==> src/rtl/piso_pkg.sv <==
// Shared types and helpers for the parallel-in/serial-out transmitter.
package piso_pkg;

  typedef enum logic {
    IDLE  = 1'b0,
    SHIFT = 1'b1
  } piso_state_e;

  // Width of the bit counter for a given word width; the counter only needs
  // to reach WIDTH-1. Words are at least 2 bits, so this is always >= 1.
  function automatic int unsigned cnt_width(input int unsigned width);
    return (width > 1) ? $clog2(width) : 1;
  endfunction

endpackage

==> src/rtl/piso_serializer.sv <==
// Parallel-in/serial-out transmitter. Takes one word per valid/ready handshake
// and shifts it out one bit per clock; on the last bit of a word a new word can
// be accepted so consecutive words stream with no idle cycle between them.
module piso_serializer
  import piso_pkg::*;
#(
  parameter int unsigned WIDTH     = 4,
  parameter bit          MSB_FIRST = 1'b1
) (
  input  logic             clk,
  input  logic             reset_n,
  input  logic             load_valid,
  input  logic [WIDTH-1:0] load_data,
  output logic             load_ready,
  output logic             serial_out,
  output logic             serial_valid,
  output logic             frame_start,
  output logic             done
);

  localparam int unsigned CW = cnt_width(WIDTH);
  localparam logic [CW-1:0] LAST_BIT = CW'(WIDTH - 1);

  piso_state_e      state_q, state_d;
  logic [WIDTH-1:0] shift_q, shift_d;
  logic [CW-1:0]    cnt_q, cnt_d;

  logic last_bit;
  logic accept;

  // Terminal-count decode and handshake; load_ready comes from registered
  // state only, so accept has no path from inputs to outputs.
  always_comb begin
    last_bit = (state_q == SHIFT) && (cnt_q == LAST_BIT);
    accept   = load_valid && load_ready;
  end

  // State, shift register and bit counter registers with synchronous reset.
  always_ff @(posedge clk) begin
    if (!reset_n) begin
      state_q <= IDLE;
      shift_q <= '0;
      cnt_q   <= '0;
    end else begin
      state_q <= state_d;
      shift_q <= shift_d;
      cnt_q   <= cnt_d;
    end
  end

  // Next-state logic: stay in SHIFT across word boundaries when a new word
  // is accepted on the last bit, otherwise fall back to IDLE.
  always_comb begin
    state_d = state_q;
    case (state_q)
      IDLE:    if (accept) state_d = SHIFT;
      SHIFT:   if (last_bit && !accept) state_d = IDLE;
      default: state_d = IDLE;
    endcase
  end

  // Datapath: load on accept, shift toward the output end with zero fill
  // mid-word, clear when the last bit leaves without a follow-on word.
  always_comb begin
    shift_d = shift_q;
    cnt_d   = cnt_q;
    case (state_q)
      IDLE: begin
        if (accept) begin
          shift_d = load_data;
          cnt_d   = '0;
        end
      end
      SHIFT: begin
        if (!last_bit) begin
          shift_d = MSB_FIRST ? {shift_q[WIDTH-2:0], 1'b0}
                              : {1'b0, shift_q[WIDTH-1:1]};
          cnt_d   = cnt_q + 1'b1;
        end else if (accept) begin
          shift_d = load_data;
          cnt_d   = '0;
        end else begin
          shift_d = '0;
          cnt_d   = '0;
        end
      end
      default: begin
        shift_d = '0;
        cnt_d   = '0;
      end
    endcase
  end

  // Output decode from registered state only.
  always_comb begin
    load_ready   = 1'b0;
    serial_out   = 1'b0;
    serial_valid = 1'b0;
    frame_start  = 1'b0;
    done         = 1'b0;
    case (state_q)
      IDLE: begin
        load_ready = 1'b1;
      end
      SHIFT: begin
        serial_valid = 1'b1;
        serial_out   = MSB_FIRST ? shift_q[WIDTH-1] : shift_q[0];
        frame_start  = (cnt_q == '0);
        done         = last_bit;
        load_ready   = last_bit;
      end
      default: ;
    endcase
  end

endmodule
==> config.mk <==
export PLATFORM = sky130hd
export DESIGN_NAME = piso_serializer
export DESIGN_NICKNAME = d
export VERILOG_FILES = /design/src/rtl/piso_pkg.sv /design/src/rtl/piso_serializer.sv
export SDC_FILE = /design/constraint.sdc
export NUM_CORES = 1
export LEC_CHECK = 0
export CAP_MARGIN = 20
export CORE_AREA = 2 2 39 41
export DETAILED_ROUTE_END_ITERATION = 8
export DIE_AREA = 0 0 41 43
export PLACE_DENSITY = 0.63
export SKIP_CTS_REPAIR_TIMING = 1
export SLEW_MARGIN = 25
export SYNTH_ARGS = -nofsm -noshare
export SYNTH_HDL_FRONTEND = slang
export SYNTH_SLANG_ARGS = --single-unit
==> constraint.sdc <==
create_clock -name clk -period 1.91 [get_ports clk]
set_input_delay 0.2865 -clock clk [delete_from_list [all_inputs] [get_ports clk]]
set_output_delay 0.2865 -clock clk [all_outputs]
set_load 0.01 [all_outputs]
======== Word-level counts from Yosys, hierarchy flattened ========
Index checks and enable logic that the tools add are counted.
word-level totals
  register bits ........................... 7
  bits in latches ......................... 0
  memory bits (writable) .................. 0
  bits in read-only memories .............. 0
  input bits .............................. 7
  output and inout bits ................... 5
  logic and storage cells ................. 27
  memories kept ........................... 0
operators by class
  $add $sub $neg .......................... 1
  $mul .................................... 0
  divide/modulo/power cells ............... 0
  order comparisons ....................... 0
  equal/unequal tests ..................... 2
  shift-type cells ........................ 0
  mux-type cells .......................... 15
  bitwise operators ....................... 1
  reductions and logical operators ........ 5
operator list
  cell                                                           number
  4-bit 2-to-1 mux                                               3
  4-bit case mux with 2 select lines                             1
  1-bit 2-to-1 mux                                               6
  2-bit 2-to-1 mux                                               2
  1-bit case mux with 2 select lines                             2
  2-bit case mux with 2 select lines                             1
  1-bit logical AND                                              3
  2-bit by 1-bit adder with 2-bit output, second input constant  1
  2-bit == test, second input constant                           1
  2-bit logical NOT                                              1
  2-bit != test, second input constant                           1
  1-bit logical NOT                                              1
  1-bit inverter                                                 1

======== Depth between registers and ports, before layout ========
  word-level depth ........................ 8
  mapped depth ............................ 4
  mapped depth without buffers ............ 4

======== Least setup slack after synthesis ========
No wires, ideal clock.
  kind .................................... register -> output
  start ................................... register cnt_q[0]
  end ..................................... output port load_ready
  arrival ................................. 0.809 ns
  required time ........................... 1.623 ns
  slack ................................... 0.815 ns
  cell stages (with the launch flop) ...... 4
  buffers on the path ..................... 0
  path through ............................ dfxtp_1 > ha_1 > nor2b_4 > inv_1
on the way
  longest elaborated chain between the ends .. 3
RTL lines
  item                                RTL line                text
  from (decl)                         piso_serializer.sv:26   logic [CW-1:0] cnt_q, cnt_d;
  from (signal assigned)              piso_serializer.sv:47   cnt_q <= cnt_d;
  2-bit == test                       piso_serializer.sv:34   last_bit = (state_q == SHIFT) && (cnt_q == LAST_BIT);
  1-bit logical AND                   piso_serializer.sv:34
  1-bit case mux with 2 select lines  piso_serializer.sv:101  case (state_q)
  to (decl)                           piso_serializer.sv:14   output logic load_ready,
No other way between the ends.

======== Worst setup path after layout ========
  start ................................... register cnt_q[0]
  end ..................................... output port done
on the way
  longest elaborated chain between the ends .. 3
RTL lines
  item               RTL line                text
  2-bit == test      piso_serializer.sv:34
  1-bit logical AND  piso_serializer.sv:34
  1-bit 2-to-1 mux   piso_serializer.sv:101
  to (decl)          piso_serializer.sv:18   output logic done
No other way between the ends.

==> metrics.md <==
| Metric | Value |
|---|---|
| Status | `finished, final reports clean` |
| Avg Inst Size Synth | `approximately 9 µm²` |
| Clk Tree Root Cell | `clkbuf_4` |
| Detailed Route WL | `725 µm` |
| Max FO, Critical Path | `6` |
| Post-Syn Area | `approximately 410 µm²` |
| Syn nets | `54` |
| Fraction of layout cells with a size suffix above 1 | `0.153` |
| P_int | `276 µW` |
| Port Buffer Count | `11` |
| Hold crit path type | `reg2reg` |
| Gate Count Post-Synth | `45` |
| Top cell type's share of synthesized area | `0.343` |
| FP Rows | `14` |
| GRT Overall Usage | `0.117` |
| Period minus WS final | `1.81 ns` |
| # DRC | `0` |
| Setup TNS Final | `0 ns` |
| Critical Path AT | `1.52 ns` |
| Crit end category | `primary output` |
| Most frequent cells in the layout | `11 x clkdlybuf4s50_1, 6 x inv_1, 6 x dfxtp_1` |
| Wl on met1 | `317 µm` |
| Routed via count | `between 300 and 400` |
| TritonCTS clock tree | `done` |
| Sequential power share | `0.458` |
| Met3 wire length | `16 µm` |
| Static leakage | `0.000228 µW` |
| Grt ovf | `0` |
| Drt first pass iters | `2` |
| CP Data Required Time | `about 1.6 ns` |
| Die Y | `43 µm` |
| Later-pin clock latency in the skew report | `about 0.25 ns` |
| Yosys warnings | `0` |
| Largest net degree at the start of global routing | `14` |
| CTS Buffer Depth | `2` |
| Die outline width | `a little over 40 µm` |
| Cell taking the most area after synthesis | `dfxtp_1` |
| Die Area | `1760 µm²` |
| RSZ-0062 raised after global routing | `false` |
| Seq cells post-synth | `7` |
| Met2 WL | `360 µm` |
| FMAX | `554 MHz` |
| Core area | `1380 µm²` |
| Yosys cell types | `16` |
| Post-DP HPWL | `573 µm` |
| CP Launch Type | `register` |
| Leading cell type in the layout, fill and taps excluded | `clkdlybuf4s50_1` |
| Slew margin rel. | `0.856` |
| Max Slew Vio Count | `0` |
| Initial antenna violation count | `0` |
| Final ANT Viol Nets | `0` |
| Syn-to-layout area delta | `35.5%` |
| Top cells by area, synth | `dfxtp_1 34%, a32oi_1 6.4%, a21oi_1 6.1%` |
| TritonCTS buffer count | `3` |
| VDD IR max | `around 320 µV` |
| Initial core utilization | `0.296` |
| # clock sinks | `7` |
| Actual slew at the worst max-slew pin | `0.216 ns` |
| Final period utilization | `0.946` |
| Hold Vio Cnt, Final | `0` |
| Vias in the first global route | `between 300 and 400` |
| Clock transition at the registers of the reported paths | `0.05 ns` |
| Nets | `69` |
| First-pass GRT wire length | `1260 µm` |
| Seq/Total Area, Yosys | `0.343` |
| Power density cells | `around 650 nW/µm²` |
| Dpl cells | `71` |
| MaxCap Viol Count | `0` |
| Initial DRC count | `2` |
| WL per Instance | `between 9 and 10 µm` |
| Fin cells | `75` |
| Post-route clock skew | `0.00488 ns` |
| Combinational share of power | `0.183` |
| Crit path kind | `reg2out` |
| H-tree levels | `1` |
| Reg-to-reg slack, setup | `around 0.86 ns` |
| Clock network power share | `0.359` |
| Vias per inst | `4.65` |
| Switching power | `around 86 µW` |
| N_diodes | `0` |
| IO Pins | `12` |
| Uppermost layer routed | `met4` |
| RD Place Congestion | `slightly above 0.7` |
| # setup viols final | `0` |
| Net Sw Frac | `0.237` |
==> logic make-up after synthesis <==
| kind of cell | Yosys count | synth area share |
|---|---|---|
| buffers and inverters | 8 | 0.110 |
| adder cells (fa/ha/maj) | 2 | 0.0612 |
| multiplexers | 1 | 0.0245 |
| AO/OA/AOI/OAI | 16 | 0.248 |
| AND/OR/NAND/NOR | 11 | 0.214 |
| flip-flops | 7 | 0.342 |
==> sequential cells by signal, summed over array words and instances (netlist names) <==
name / cells
shift_q: 4
cnt_q: 2
state_q: 1
==> per-layer routing <==
metal / vias to the layer above / GRT usage
met2: 6 / 0.159
met4: 0 / 0.140
met3: 2 / 0.0471
li1: 184 / -
met1: 157 / 0.113
met5: - / 0
==> per-stage QoR <==
step                utilization  total power (µW)  setup WS [ns]  cell area, µm²  hold slack, ns
floorplan                     -               206          0.815             409           0.404
global placement          0.379               235          0.289             524           0.524
detailed placement        0.379               235          0.258             524           0.517
CTS                       0.398               370        -0.0102             551           0.545
global route              0.401               389        0.00723             554           0.566
finish                    0.401               362          0.104             554           0.534
==> area by class of cell <==
cell class / count / area, µm²
multi-input combinational: 30 / 226
tap: 16 / 20.0
clock buffer: 4 / 26.3
sequential: 7 / 141
timing repair buffer: 12 / 118
fill: 149 / 830
inverter: 6 / 22.5
==> Yosys cell counts, drive strengths merged <==
cell	count
inv	6
nor2b	3
dfxtp	7
a21o	3
o21a	1
or2	1
ha	2
a21oi	5
mux2i	1
nand3	1
buf	2
a32oi	3
nor3b	2
and2	4
o21ai	4
==> critical path, stage by stage (launching register included) <==
cell	delay, ns
dfxtp_1	0.35
ha_2	0.26
and2_1	0.14
clkdlybuf4s50_1	0.52
==> path summary, 6_finish.rpt <==
kind | from | end | cells past startpoint
setup reg to reg | cnt_q[0] | shift_q[1] | 4
setup / recovery | cnt_q[0] | done | 3
hold / removal | shift_q[2] | shift_q[3] | 2
hold reg to reg | shift_q[2] | shift_q[3] | 2
==> power groups by stage <==
stage / sequential [µW] / clock (µW) / combinational, µW
floorplan: 164 / 0 / 41.5
global placement: 168 / 0 / 66.6
detailed placement: 168 / 0 / 67.0
CTS: 165 / 138 / 67.3
global route: 168 / 148 / 73.7
finish: 166 / 130 / 66.1
Power figures use the tool's default switching activity.
